===== src/rtl/fetch_buf_pkg.sv =====
// Shared types and helpers for the fetch-to-decode instruction buffer.
// One entry holds an instruction word, its pc and its sequence number.
package fetch_buf_pkg;

    // Sequence-number width carried on the fetch/decode interface.
    localparam int SEQ_NUM_BITS = 8;

    typedef struct packed {
        logic [31:0]             inst;
        logic [31:0]             pc;
        logic [SEQ_NUM_BITS-1:0] seq_num;
    } fetch_buf_entry_t;

    // Width of a pointer that indexes 0..depth-1 (at least one bit).
    function automatic int ptr_bits(input int depth);
        return (depth <= 2) ? 1 : $clog2(depth);
    endfunction

endpackage


===== src/rtl/fetch_buf_ptr.sv =====
// Wrap-around pointer register for the fetch buffer.
// Counts 0..p_depth-1 with an explicit wrap compare, so any depth works.
module fetch_buf_ptr
    import fetch_buf_pkg::*;
#(
    parameter int p_depth = 4
) (
    input  logic                         clk,
    input  logic                         rst,
    input  logic                         clear,
    input  logic                         incr,
    output logic [ptr_bits(p_depth)-1:0] ptr
);

    localparam int PW = ptr_bits(p_depth);

    logic [PW-1:0] ptr_reg;
    logic [PW-1:0] ptr_next;

    // Next pointer value: hold, advance, or wrap back to zero.
    always_comb begin
        ptr_next = ptr_reg;
        if (incr) begin
            if (ptr_reg == PW'(p_depth - 1)) begin
                ptr_next = '0;
            end else begin
                ptr_next = ptr_reg + 1'b1;
            end
        end
    end

    // Pointer register; reset and clear both return it to entry 0.
    always_ff @(posedge clk) begin
        if (rst || clear) begin
            ptr_reg <= '0;
        end else begin
            ptr_reg <= ptr_next;
        end
    end

    assign ptr = ptr_reg;

endmodule


===== src/rtl/fetch_decode_buffer.sv =====
// Decoupling FIFO between fetch and decode with val/rdy on both sides.
// Flush discards all entries at the next edge; reset does the same.
// Optional: define FETCH_DECODE_BUFFER_BYPASS_EN for a zero-latency
// pass-through path when the buffer is empty.
// p_seq_num_bits must match fetch_buf_pkg::SEQ_NUM_BITS (the stored entry
// type is fixed by the package).
module fetch_decode_buffer
    import fetch_buf_pkg::*;
#(
    parameter int p_depth        = 4,
    parameter int p_seq_num_bits = SEQ_NUM_BITS
) (
    input  logic                         clk,
    input  logic                         rst,
    input  logic                         flush,
    input  logic                         f_val,
    output logic                         f_rdy,
    input  logic [31:0]                  f_inst,
    input  logic [31:0]                  f_pc,
    input  logic [p_seq_num_bits-1:0]    f_seq_num,
    output logic                         d_val,
    input  logic                         d_rdy,
    output logic [31:0]                  d_inst,
    output logic [31:0]                  d_pc,
    output logic [p_seq_num_bits-1:0]    d_seq_num,
    output logic [$clog2(p_depth+1)-1:0] count
);

    localparam int PW = ptr_bits(p_depth);
    localparam int CW = $clog2(p_depth + 1);

    fetch_buf_entry_t mem [p_depth];

    logic [PW-1:0]    wr_ptr;
    logic [PW-1:0]    rd_ptr;
    logic [CW-1:0]    count_reg;
    logic [CW-1:0]    count_next;
    fetch_buf_entry_t wr_entry;
    fetch_buf_entry_t rd_entry;
    logic             empty;
    logic             full;
    logic             enq;
    logic             deq;
    logic             pass;
    logic             mem_wr;
    logic             mem_rd;

    assign empty    = (count_reg == '0);
    assign full     = (count_reg == CW'(p_depth));
    assign wr_entry = '{inst: f_inst, pc: f_pc, seq_num: f_seq_num};
    assign rd_entry = mem[rd_ptr];

    // Handshake outputs and head payload; flush blocks both sides.
    always_comb begin
        f_rdy     = !full && !flush;
        d_val     = !empty && !flush;
        d_inst    = rd_entry.inst;
        d_pc      = rd_entry.pc;
        d_seq_num = rd_entry.seq_num;
        pass      = 1'b0;
`ifdef FETCH_DECODE_BUFFER_BYPASS_EN
        if (empty && !flush) begin
            f_rdy     = 1'b1;
            d_val     = f_val;
            d_inst    = f_inst;
            d_pc      = f_pc;
            d_seq_num = f_seq_num;
            pass      = f_val && d_rdy;
        end
`endif
    end

    assign enq    = f_val && f_rdy;
    assign deq    = d_val && d_rdy;
    // A pass-through transfer never touches storage.
    assign mem_wr = enq && !pass;
    assign mem_rd = deq && !pass;

    // Occupancy follows storage writes and reads only.
    always_comb begin
        count_next = count_reg;
        if (mem_wr && !mem_rd) begin
            count_next = count_reg + 1'b1;
        end else if (mem_rd && !mem_wr) begin
            count_next = count_reg - 1'b1;
        end
    end

    // Occupancy register; reset and flush both empty the buffer.
    always_ff @(posedge clk) begin
        if (rst || flush) begin
            count_reg <= '0;
        end else begin
            count_reg <= count_next;
        end
    end

    // Entry storage; contents are don't-care until written.
    always_ff @(posedge clk) begin
        if (mem_wr && !rst) begin
            mem[wr_ptr] <= wr_entry;
        end
    end

    fetch_buf_ptr #(.p_depth(p_depth)) u_wr_ptr (
        .clk   (clk),
        .rst   (rst),
        .clear (flush),
        .incr  (mem_wr),
        .ptr   (wr_ptr)
    );

    fetch_buf_ptr #(.p_depth(p_depth)) u_rd_ptr (
        .clk   (clk),
        .rst   (rst),
        .clear (flush),
        .incr  (mem_rd),
        .ptr   (rd_ptr)
    );

    assign count = count_reg;

`ifndef SYNTHESIS
    // Structural invariants of the FIFO bookkeeping.
    a_count_max : assert property (@(posedge clk) disable iff (rst)
        count_reg <= CW'(p_depth));
    a_no_enq_full : assert property (@(posedge clk) disable iff (rst)
        !(mem_wr && full));
    a_no_deq_empty : assert property (@(posedge clk) disable iff (rst)
        !(mem_rd && empty));

    // Fixed-width trace: enq pc | count | deq seq_num:pc.
    function automatic string line_trace();
        string enq_s;
        string deq_s;
        enq_s = enq ? $sformatf("%08h", f_pc) : "        ";
        deq_s = deq ? $sformatf("%02h:%08h", d_seq_num, d_pc) : "           ";
        return $sformatf("%s|%2d|%s", enq_s, count_reg, deq_s);
    endfunction
`endif

endmodule

===== config.mk =====
export PLATFORM = sky130hd
export DESIGN_NAME = fetch_decode_buffer
export DESIGN_NICKNAME = d
export VERILOG_FILES = /design/src/rtl/fetch_buf_pkg.sv /design/src/rtl/fetch_buf_ptr.sv /design/src/rtl/fetch_decode_buffer.sv
export SDC_FILE = /design/constraint.sdc
export NUM_CORES = 1
export LEC_CHECK = 0
export BUFFER_PORTS_ARGS = -buffer_cell sky130_fd_sc_hd__buf_2
export CAP_MARGIN = 20
export CELL_PAD_IN_SITES_DETAIL_PLACEMENT = 0
export CELL_PAD_IN_SITES_GLOBAL_PLACEMENT = 1
export CORE_ASPECT_RATIO = 2
export CORE_UTILIZATION = 50
export CTS_CLUSTER_SIZE = 20
export DETAILED_ROUTE_END_ITERATION = 7
export GPL_ROUTABILITY_DRIVEN = 0
export PLACE_DENSITY_LB_ADDON = 0.08
export RECOVER_POWER = 50
export SLEW_MARGIN = 25
export SYNTH_ARGS = -nofsm -noshare
export SYNTH_HDL_FRONTEND = slang
export SYNTH_HIERARCHICAL = 1
export SYNTH_SLANG_ARGS = --single-unit

===== constraint.sdc =====
create_clock -name clk -period 14.2 [get_ports clk]
set_input_delay 2.84 -clock clk [delete_from_list [all_inputs] [get_ports clk]]
set_output_delay 2.84 -clock clk [all_outputs]
set_load 0.1 [all_outputs]

==> results.cfg, run 1 <==
[route]
drc_errors = 0
routed_via_density = 5.51
wl_mm = 19.3
postRouteAntennaNets = 0
vias = 4842
first_iter_violations = 173
firstDrtPassIters = 4
wire_per_inst_um = 21.9

[worst_setup_path]
cp_cell_sequence = clkbuf_1 -> a21oi_1 -> and3_2 -> clkbuf_1
crit_cells = 4
required_ns = 14.20
cp.arrival_ns = 7.00
cp_num_buf_inv = 2
timing.rr.end = mem[1][23]
r2r_cells = 4
crit_family = buffers and inverters
r2r-start = count[0]
end_kind = register
crit_type = in -> reg
r2r_slack_ns = 9.22
critPathMaxStageDelay_ns = 3.30
crit_path_start = flush
crit_top_cell = clkbuf_1
start_kind = input pin
cpMaxStageDelayCell = clkbuf_1
cp_max_fo = 72

[global_route]
grt_util_all_layers_pct = 18.0
grt_max_degree = 73
grt_pass1_vias = 5481
grt_pass1_wl_mm = 30.1
grt_overflow = 0
antenna_found_initial = 0

[synthesis]
async_flop_share_pct = 0
synth_common_cells = edfxtp_1 (288), mux4_2 (70), buf_12 (7), buf_2 (7), dfxtp_1 (7)
synth_area_leaders = edfxtp_1 (79%), mux4_2 (14%), buf_12 (1.3%)
synth_simple_gate_area_share_pct = 1.18
ys_seq_area_share_pct = 80.7
synthDistinctLibCells = 26
syn-num-nets = 502
netlist.area_leader.share_pct = 79.4
ys_warn_count = 6
synth_compound_area_share_pct = 0.391
synth_edf_count = 288
yosysMostFrequentCell = edfxtp_1
syn_avg_cell_area_um2 = 25.9
netlist_instances = 421
muxShareOfSynthArea_pct = 15.2
synthXorXnorAreaFrac_pct = 0.161
synth-main-ff-cell = edfxtp_1
ys_ff_latch = 295
synth_top_family_by_area = multiplexers
syn_area_um2 = 10900
yosysTopAreaCell = edfxtp_1
synth-adder-area-share_pct = 0.528

[clock_tree]
cts.repair.resized = 0
clockBufferDepth = 3
clock-sinks = 295
hold_buffers = 0
worstSkewPairLatency_ns = 0.52
postCtsSetupBuffers = 0
cts_tree = built
cts-buffers-inserted = 24
clk_pin_slew_ns = 0.07
ctsHtreeMaxLevel = 1
root_buffer = clkbuf_16

[hold_path]
min_to = u_wr_ptr/ptr[0]
holdPathStages = 2
hold_path.class = reg -> reg
hp-start = u_wr_ptr/ptr[0]

[floorplan]
start_util_pct = 50.7
rows = 76
dieHeight_um = 211
dieArea_um2 = 22400
core_um2 = 21500
pin_count = 154
die_w_um = 106

[finish]
utilization_pct = 58.6
area_growth_syn_to_layout_pct = 15.6
num-nets-final = 671
drive_gt1_share_pct = 32.6
num_antenna_cells = 0
largest_reg_flops = 288
n_fill_cell = 1668

[sta]
max_freq_ghz = 0.143
final_max_slew_viol_count = 73
setup_tns_ns = 0
fin_crit_ns = 6.99
grt_setup_unrepaired = no
fin_hold_ws_ns = 0.532
post-route-period-util_pct = 49.2
finalSetupViolCount = 0
max_slew_margin_pct = -215
hold_viol_final = 0
finClkSkew_ns = 0.00951
tightest_slew_ns = 4.72

[status]
status = finished with violations
violations = capacitance limit, slew limit

[power_and_ir_drop]
peakVddDrop_uv = 107
p_per_area_nw_per_um2 = 138
p_leak_nw = 3.95

[place]
port-buffer-count = 153
dp_hpwl_mm = 11.1

[job]
maxCapViolations = 1
[worst max-delay path by stage]
stage / to / slack [ns]
global placement: f_rdy / 7.59
global route: mem[1][12] / 6.85
CTS: f_rdy / 7.51
finish: mem[1][23] / 7.21
detailed placement: f_rdy / 7.52
floorplan: mem[0][0] / 1.64
[cells in the final DEF, fill, tap and decap left out, types with 3 or more instances in the layout]
| master | count |
|---|---|
| buf_2 | 80 |
| buf_6 | 3 |
| bufinv_16 | 3 |
| clkbuf_1 | 76 |
| clkbuf_16 | 25 |
| clkinv_1 | 4 |
| clkinv_2 | 4 |
| dfxtp_1 | 5 |
| edfxtp_1 | 288 |
| ha_1 | 3 |
| mux2i_1 | 3 |
| mux4_2 | 70 |
| nand2b_1 | 3 |
| nor2_1 | 3 |
| nor3_1 | 5 |
[worst reg2reg max path, delay by kind of cell (launching register included)]
family | cells | cell delay (ns)
AO/OA/AOI/OAI | 1 | 0.34
buffers and inverters | 1 | 3.30
flip-flops | 1 | 0.44
AND/OR/NAND/NOR | 2 | 0.35
[final cells by class]
type	count	area (um^2)	share of cell area, %
clock buffers	27	633	5.03
flip-flops and latches	295	8800	69.8
repair buffers	159	747	5.93
multi-input cells	108	1920	15.2
inverters	2	7.51	0.0596
well taps	273	342	2.71
clock inverters	14	149	1.18
[stage by stage]
stage	total power, mW	instances	area, um^2	setup WS (ns)
after detailed placement	1.10	837	11900	7.52
after global placement	1.10	836	11900	7.59
after global routing	1.79	878	12600	6.85
after CTS	1.76	878	12700	7.51
final	1.74	878	12600	7.21
after floorplan	1.07	421	10900	1.64
[metal layers]
metal  track usage [%]  vias to the layer above  share of wire (%)
met5                 0                        -                  0
met4              5.70                        0                2.0
met3              3.24                       26                5.2
met2              34.1                      113                 57
met1              20.3                     2554                 36
li1                  -                     2149                  -
[power breakdown]
group,internal [mW],leakage (nW),switching (mW)
registers,0.964,2.66,0.00342
logic,0.0224,0.915,0.0890
clock network,0.375,0.380,0.286
total,1.36,3.95,0.378
[kinds of logic after synthesis]
| group | count (synthesis) |
|---|---|
| and+or+nand+nor | 22 |
| DFF | 295 |
| adders and majority gates | 4 |
| AOI/OAI and AO/OA | 5 |
| xor gates and xnor gates | 2 |
| muxes | 75 |
| buffers and inverters | 18 |
No activity file was read; power rests on OpenSTA's default activity.
==> inputs of run 2 (changes only) <==
==> constraint.sdc (replaced) <==
create_clock -name clk -period 6.85 [get_ports clk]
set_input_delay 1.37 -clock clk [delete_from_list [all_inputs] [get_ports clk]]
set_output_delay 1.37 -clock clk [all_outputs]
set_load 0.1 [all_outputs]
==> run 2 against run 1 <==
Net effect:
- flip-flop and latch count did not move
- routed wire length rose by 0.91%
- sequential share of layout area fell by 1.1 points
- largest power group unchanged
- clock skew barely moved
- the run still ends with capacitance limit, slew limit left
- first-iteration DRC count rose by 49%
- setup slack got worse by 4.6 ns
- critical endpoint is now mem[3][36]
- global-route usage rose by 0.14 points
- register-to-register slack got worse by 6.0 ns
- count of clock-buffer cells in the layout fell by 1
==> results.cfg, run 2 (synthesis gave the netlist of run 1 again) <==
[sta]
fin_crit_ns = 4.20
final_max_slew_viol_count = 70
max_freq_ghz = 0.238
post-route-period-util_pct = 61.3
max_slew_margin_pct = -41.3
finalSetupViolCount = 0
tightest_slew_ns = 2.12
hold_viol_final = 0
finClkSkew_ns = 0.00954
grt_setup_unrepaired = no
fin_hold_ws_ns = 0.550

[finish]
n_fill_cell = 1674
stdcell_count = 887
drive_gt1_share_pct = 33.8
largest_reg_flops = 288
area_growth_syn_to_layout_pct = 17.5
mostFrequentLayoutCell = edfxtp_1
mostFrequentLayoutCells = edfxtp_1 (288), buf_2 (80), clkbuf_1 (74), mux4_2 (70), clkbuf_16 (25)
num-nets-final = 675
seqCellArea_um2 = 8800
multi_input_area_um2 = 1940

[status]
violations = capacitance limit, slew limit
status = finished with violations

[route]
drc_errors = 0
vias = 4896
wl_mm = 19.4
firstDrtPassIters = 5
wire_per_inst_um = 21.9
routed_via_density = 5.52
postRouteAntennaNets = 0
first_iter_violations = 258

[clock_tree]
clk_pin_slew_ns = 0.07
root_buffer = clkbuf_16
worstSkewPairLatency_ns = 0.53
cts.repair.resized = 0
cts-buffers-inserted = 25
ctsHtreeMaxLevel = 1
cts_tree = built
postCtsSetupBuffers = 0
clockBufferDepth = 3
hold_buffers = 0
clock-sinks = 295

[worst_setup_path]
critPathMaxStageDelay_ns = 1.68
end_kind = register
cpMaxStageDelayCell = and3_1
cp_num_buf_inv = 2
cp_cell_sequence = clkbuf_1 -> a21oi_1 -> and3_1 -> buf_4
required_ns = 7.02
start_kind = input pin
crit_family = simple AND/OR/NAND/NOR gates
cp.arrival_ns = 4.36
crit_type = in -> reg
cp_max_fo = 38

[power_and_ir_drop]
p_leak_nw = 4.06
p_per_area_nw_per_um2 = 298
peakVddDrop_uv = 235

[floorplan]
core_um2 = 21500
dieHeight_um = 211
dieArea_um2 = 22400
pin_count = 154
die_w_um = 106
start_util_pct = 50.7
rows = 76

[global_route]
grt_overflow = 0
grt_pass1_vias = 5386
grt_pass1_wl_mm = 29.8
antenna_found_initial = 0
grt_max_degree = 49
grt_util_all_layers_pct = 18.2

[place]
dp_hpwl_mm = 12.4
dp.cells = 839
port-buffer-count = 153

[hold_path]
hold_path.class = reg -> reg

[job]
maxCapViolations = 2
-- run 2: area by class of cell --
cell class / instances / share of cell area (%)
flip-flops and latches: 295 / 68.8
multi-input cells: 108 / 15.1
repair buffers: 162 / 6.05
clock buffers: 26 / 4.92
well taps: 273 / 2.67
clock inverters: 20 / 2.39
inverters: 2 / 0.0587
diodes: 1 / 0.0196
-- run 2: path summary, 6_finish.rpt --
check             slack [ns]               to  depth (start not counted)             from
setup / recovery        2.65       mem[3][36]                          4            flush
hold reg to reg         0.55  u_wr_ptr/ptr[0]                          2  u_wr_ptr/ptr[0]
hold / removal          0.55  u_wr_ptr/ptr[0]                          2  u_wr_ptr/ptr[0]
setup reg to reg        3.23       mem[3][36]                          4         count[0]
-- run 2: worst reg2reg max path: cells and delay by family, from the launching register on --
family	cells	cell delay, ns
flops	1	0.44
simple gates	2	1.76
compound gates	1	0.37
buf+inv	1	0.68
-- run 2: layer usage --
metal / vias to the layer above / GRT usage (%) / wire [um]
li1: 2162 / - / -
met3: 35 / 2.59 / 760
met5: - / 0 / 0
met4: 0 / 7.76 / 616
met1: 2573 / 20.3 / 7050
met2: 126 / 34.0 / 11000
-- run 2: power by group --
group / switching, mW / internal, mW
logic: 0.186 / 0.0479
clock network: 0.605 / 0.971
registers: 0.00680 / 2.00
total: 0.799 / 3.02
-- run 2: per-stage QoR --
stage	setup WS, ns	total power [mW]	instance area (um^2)	util, %	TNS, ns
floorplan	-0.0448	2.22	10900	-	-6.45
global placement	2.84	2.28	11900	55.4	0
detailed placement	2.86	2.29	11900	55.5	0
CTS	2.28	3.86	12900	59.9	0
global route	2.30	3.92	12800	59.5	0
finish	2.65	3.82	12800	59.5	0
==> inputs of run 3 (changes only) <==
--- a/config.mk
+++ b/config.mk
@@ -10,7 +10,7 @@
 export CELL_PAD_IN_SITES_DETAIL_PLACEMENT = 0
 export CELL_PAD_IN_SITES_GLOBAL_PLACEMENT = 1
 export CORE_ASPECT_RATIO = 2
-export CORE_UTILIZATION = 50
+export CORE_UTILIZATION = 45
 export CTS_CLUSTER_SIZE = 20
 export DETAILED_ROUTE_END_ITERATION = 7
 export GPL_ROUTABILITY_DRIVEN = 0
==> constraint.sdc (replaced) <==
create_clock -name clk -period 3.5 [get_ports clk]
set_input_delay 0.7 -clock clk [delete_from_list [all_inputs] [get_ports clk]]
set_output_delay 0.7 -clock clk [all_outputs]
set_load 0.1 [all_outputs]
==> run 3 against run 2 <==
Net effect:
- the run ends with DRC, capacitance limit, slew limit left
- combinational power grew 97%
- non-clock buffer count grew 2
- utilization shrank 5.8 points
- worst hold slack lost 0.13 ns
- count of clock-buffer cells in the layout grew 1
- critical path type is now reg -> out
- largest cell class unchanged
- largest power group unchanged
==> results.cfg, run 3 (synthesis gave the netlist of run 1 again) <==
[floorplan]
pin_count = 154
core_um2 = 23800
die_w_um = 112
dieHeight_um = 222
rows = 80
start_util_pct = 45.7
dieArea_um2 = 24900

[sta]
finalSetupViolCount = 0
max_freq_ghz = 0.316
fin_crit_ns = 3.17
final_max_slew_viol_count = 27
finClkSkew_ns = 0.0127
hold_viol_final = 0
fin_hold_ws_ns = 0.420
grt_setup_unrepaired = no
max_slew_margin_pct = -5.39
tightest_slew_ns = 1.58
post-route-period-util_pct = 90.5

[power_and_ir_drop]
p_per_area_nw_per_um2 = 573
p_comb_share_pct = 6.3
switching_share_pct = 21.5
seqPwrFrac_pct = 53.5
peakVddDrop_uv = 422
p_clk_share_pct = 40.2
switching_power_mw = 1.58
p_leak_nw = 4.06
intPower_mw = 5.76

[worst_setup_path]
r2r_slack_ns = 0.56
crit_type = reg -> out
crit_cells = 3
critPathMaxStageDelay_ns = 0.70
cp_cell_sequence = buf_12 -> mux4_1 -> buf_2
required_ns = 2.80
cp_num_buf_inv = 2
end_kind = output port
crit_end = d_inst[25]
crit_family = flip-flops
cp_max_fo = 29
cp.arrival_ns = 2.47
cpMaxStageDelayCell = dfxtp_4
r2r_cells = 4
start_kind = register
crit_path_start = u_rd_ptr/ptr[0]
timing.rr.end = mem[3][52]
r2r-start = count[0]

[clock_tree]
cts-buffers-inserted = 25
worstSkewPairLatency_ns = 0.53
postCtsSetupBuffers = 0
ctsHtreeMaxLevel = 1
clockBufferDepth = 3
root_buffer = clkbuf_16
clock-sinks = 295
clk_pin_slew_ns = 0.07
cts.repair.resized = 0
cts_tree = built
hold_buffers = 0

[status]
status = finished with violations
violations = DRC, capacitance limit, slew limit

[hold_path]
hold_path.class = in -> reg

[route]
first_iter_violations = 252
wire_per_inst_um = 22.9
postRouteAntennaNets = 0
vias = 4899
drc_errors = 12
routed_via_density = 5.43
firstDrtPassIters = 6
wl_mm = 20.6

[global_route]
grt_pass1_vias = 5604
grt_pass1_wl_mm = 32.1
antenna_found_initial = 1
grt_util_all_layers_pct = 17.4
grt_max_degree = 47
grt_overflow = 0

[place]
port-buffer-count = 153
dp.cells = 856
dp_hpwl_mm = 12.5
placedInstanceArea_um2 = 12000

[finish]
mostFrequentLayoutCell = edfxtp_1
drive_gt1_share_pct = 34.0
num-nets-final = 677
stdcell_count = 902
largest_reg_flops = 288
mostFrequentLayoutCells = edfxtp_1 (288), buf_2 (81), clkbuf_1 (74), mux4_2 (70), clkbuf_16 (25)
area_growth_syn_to_layout_pct = 17.6
fin_area_um2 = 12800

[job]
maxCapViolations = 1
-- run 3: changes by cell type in the layout (fill, tap and decap cells not counted), sizes merged --
cell / change
buf: +3
bufinv: -2
clkinv: +1
clkinvlp: -2
inv: +1
-- run 3: cell type report --
type / count / area, um^2
fill: 1904 / 11000
multi-input combinational: 108 / 1940
timing repair buffer: 164 / 821
tap: 287 / 359
sequential: 295 / 8800
inverter: 2 / 7.51
clock buffer: 27 / 633
antenna: 1 / 2.50
clock inverter: 18 / 240
-- run 3: through the flow --
stage	power, mW	setup TNS, ns	setup slack, ns	util (%)
2_1_floorplan	4.35	-98.61	-0.685	-
3_3_place_gp	4.47	0	0.810	50.5
3_5_place_dp	4.48	0	0.781	50.5
4_1_cts	7.45	0	0.229	54.2
5_1_grt	7.56	0	0.134	53.7
6_report	7.34	0	0.331	53.7
-- run 3: routing by layer --
layer,track usage [%],vias to the layer above,part of all wire (%)
met4,6.11,0,2.4
met1,19.3,2587,36
met2,32.7,109,56
li1,-,2177,-
met5,0,-,0
met3,3.47,26,5.0
-- run 3: power groups by stage --
| stage | sequential (mW) | clock, mW | combinational (mW) |
|---|---|---|---|
| 2_1_floorplan | 4.01 | 0 | 0.336 |
| 3_3_place_gp | 4.00 | 0 | 0.470 |
| 3_5_place_dp | 4.00 | 0 | 0.480 |
| 4_1_cts | 3.92 | 3.05 | 0.481 |
| 5_1_grt | 3.92 | 3.15 | 0.484 |
| 6_report | 3.92 | 2.95 | 0.461 |
-- run 3: worst min-delay path by stage --
stage / depth (start not counted) / from / end / slack (ns)
floorplan: 2 / u_wr_ptr/ptr[0] / u_wr_ptr/ptr[0] / 0.50
global placement: 2 / count[2] / count[2] / 0.53
detailed placement: 2 / u_wr_ptr/ptr[0] / u_wr_ptr/ptr[0] / 0.55
CTS: 1 / f_inst[21] / mem[1][61] / 0.35
global route: 1 / f_seq_num[0] / mem[3][0] / 0.41
finish: 1 / f_inst[4] / mem[3][44] / 0.42
-- run 3: worst register-to-register path, delay by kind of cell, from the launching register on --
family / cells / cell delay [ns]
flip-flops: 1 / 0.49
AND/OR/NAND/NOR: 2 / 1.36
AO/OA/AOI/OAI: 1 / 0.33
buffers and inverters: 1 / 0.40
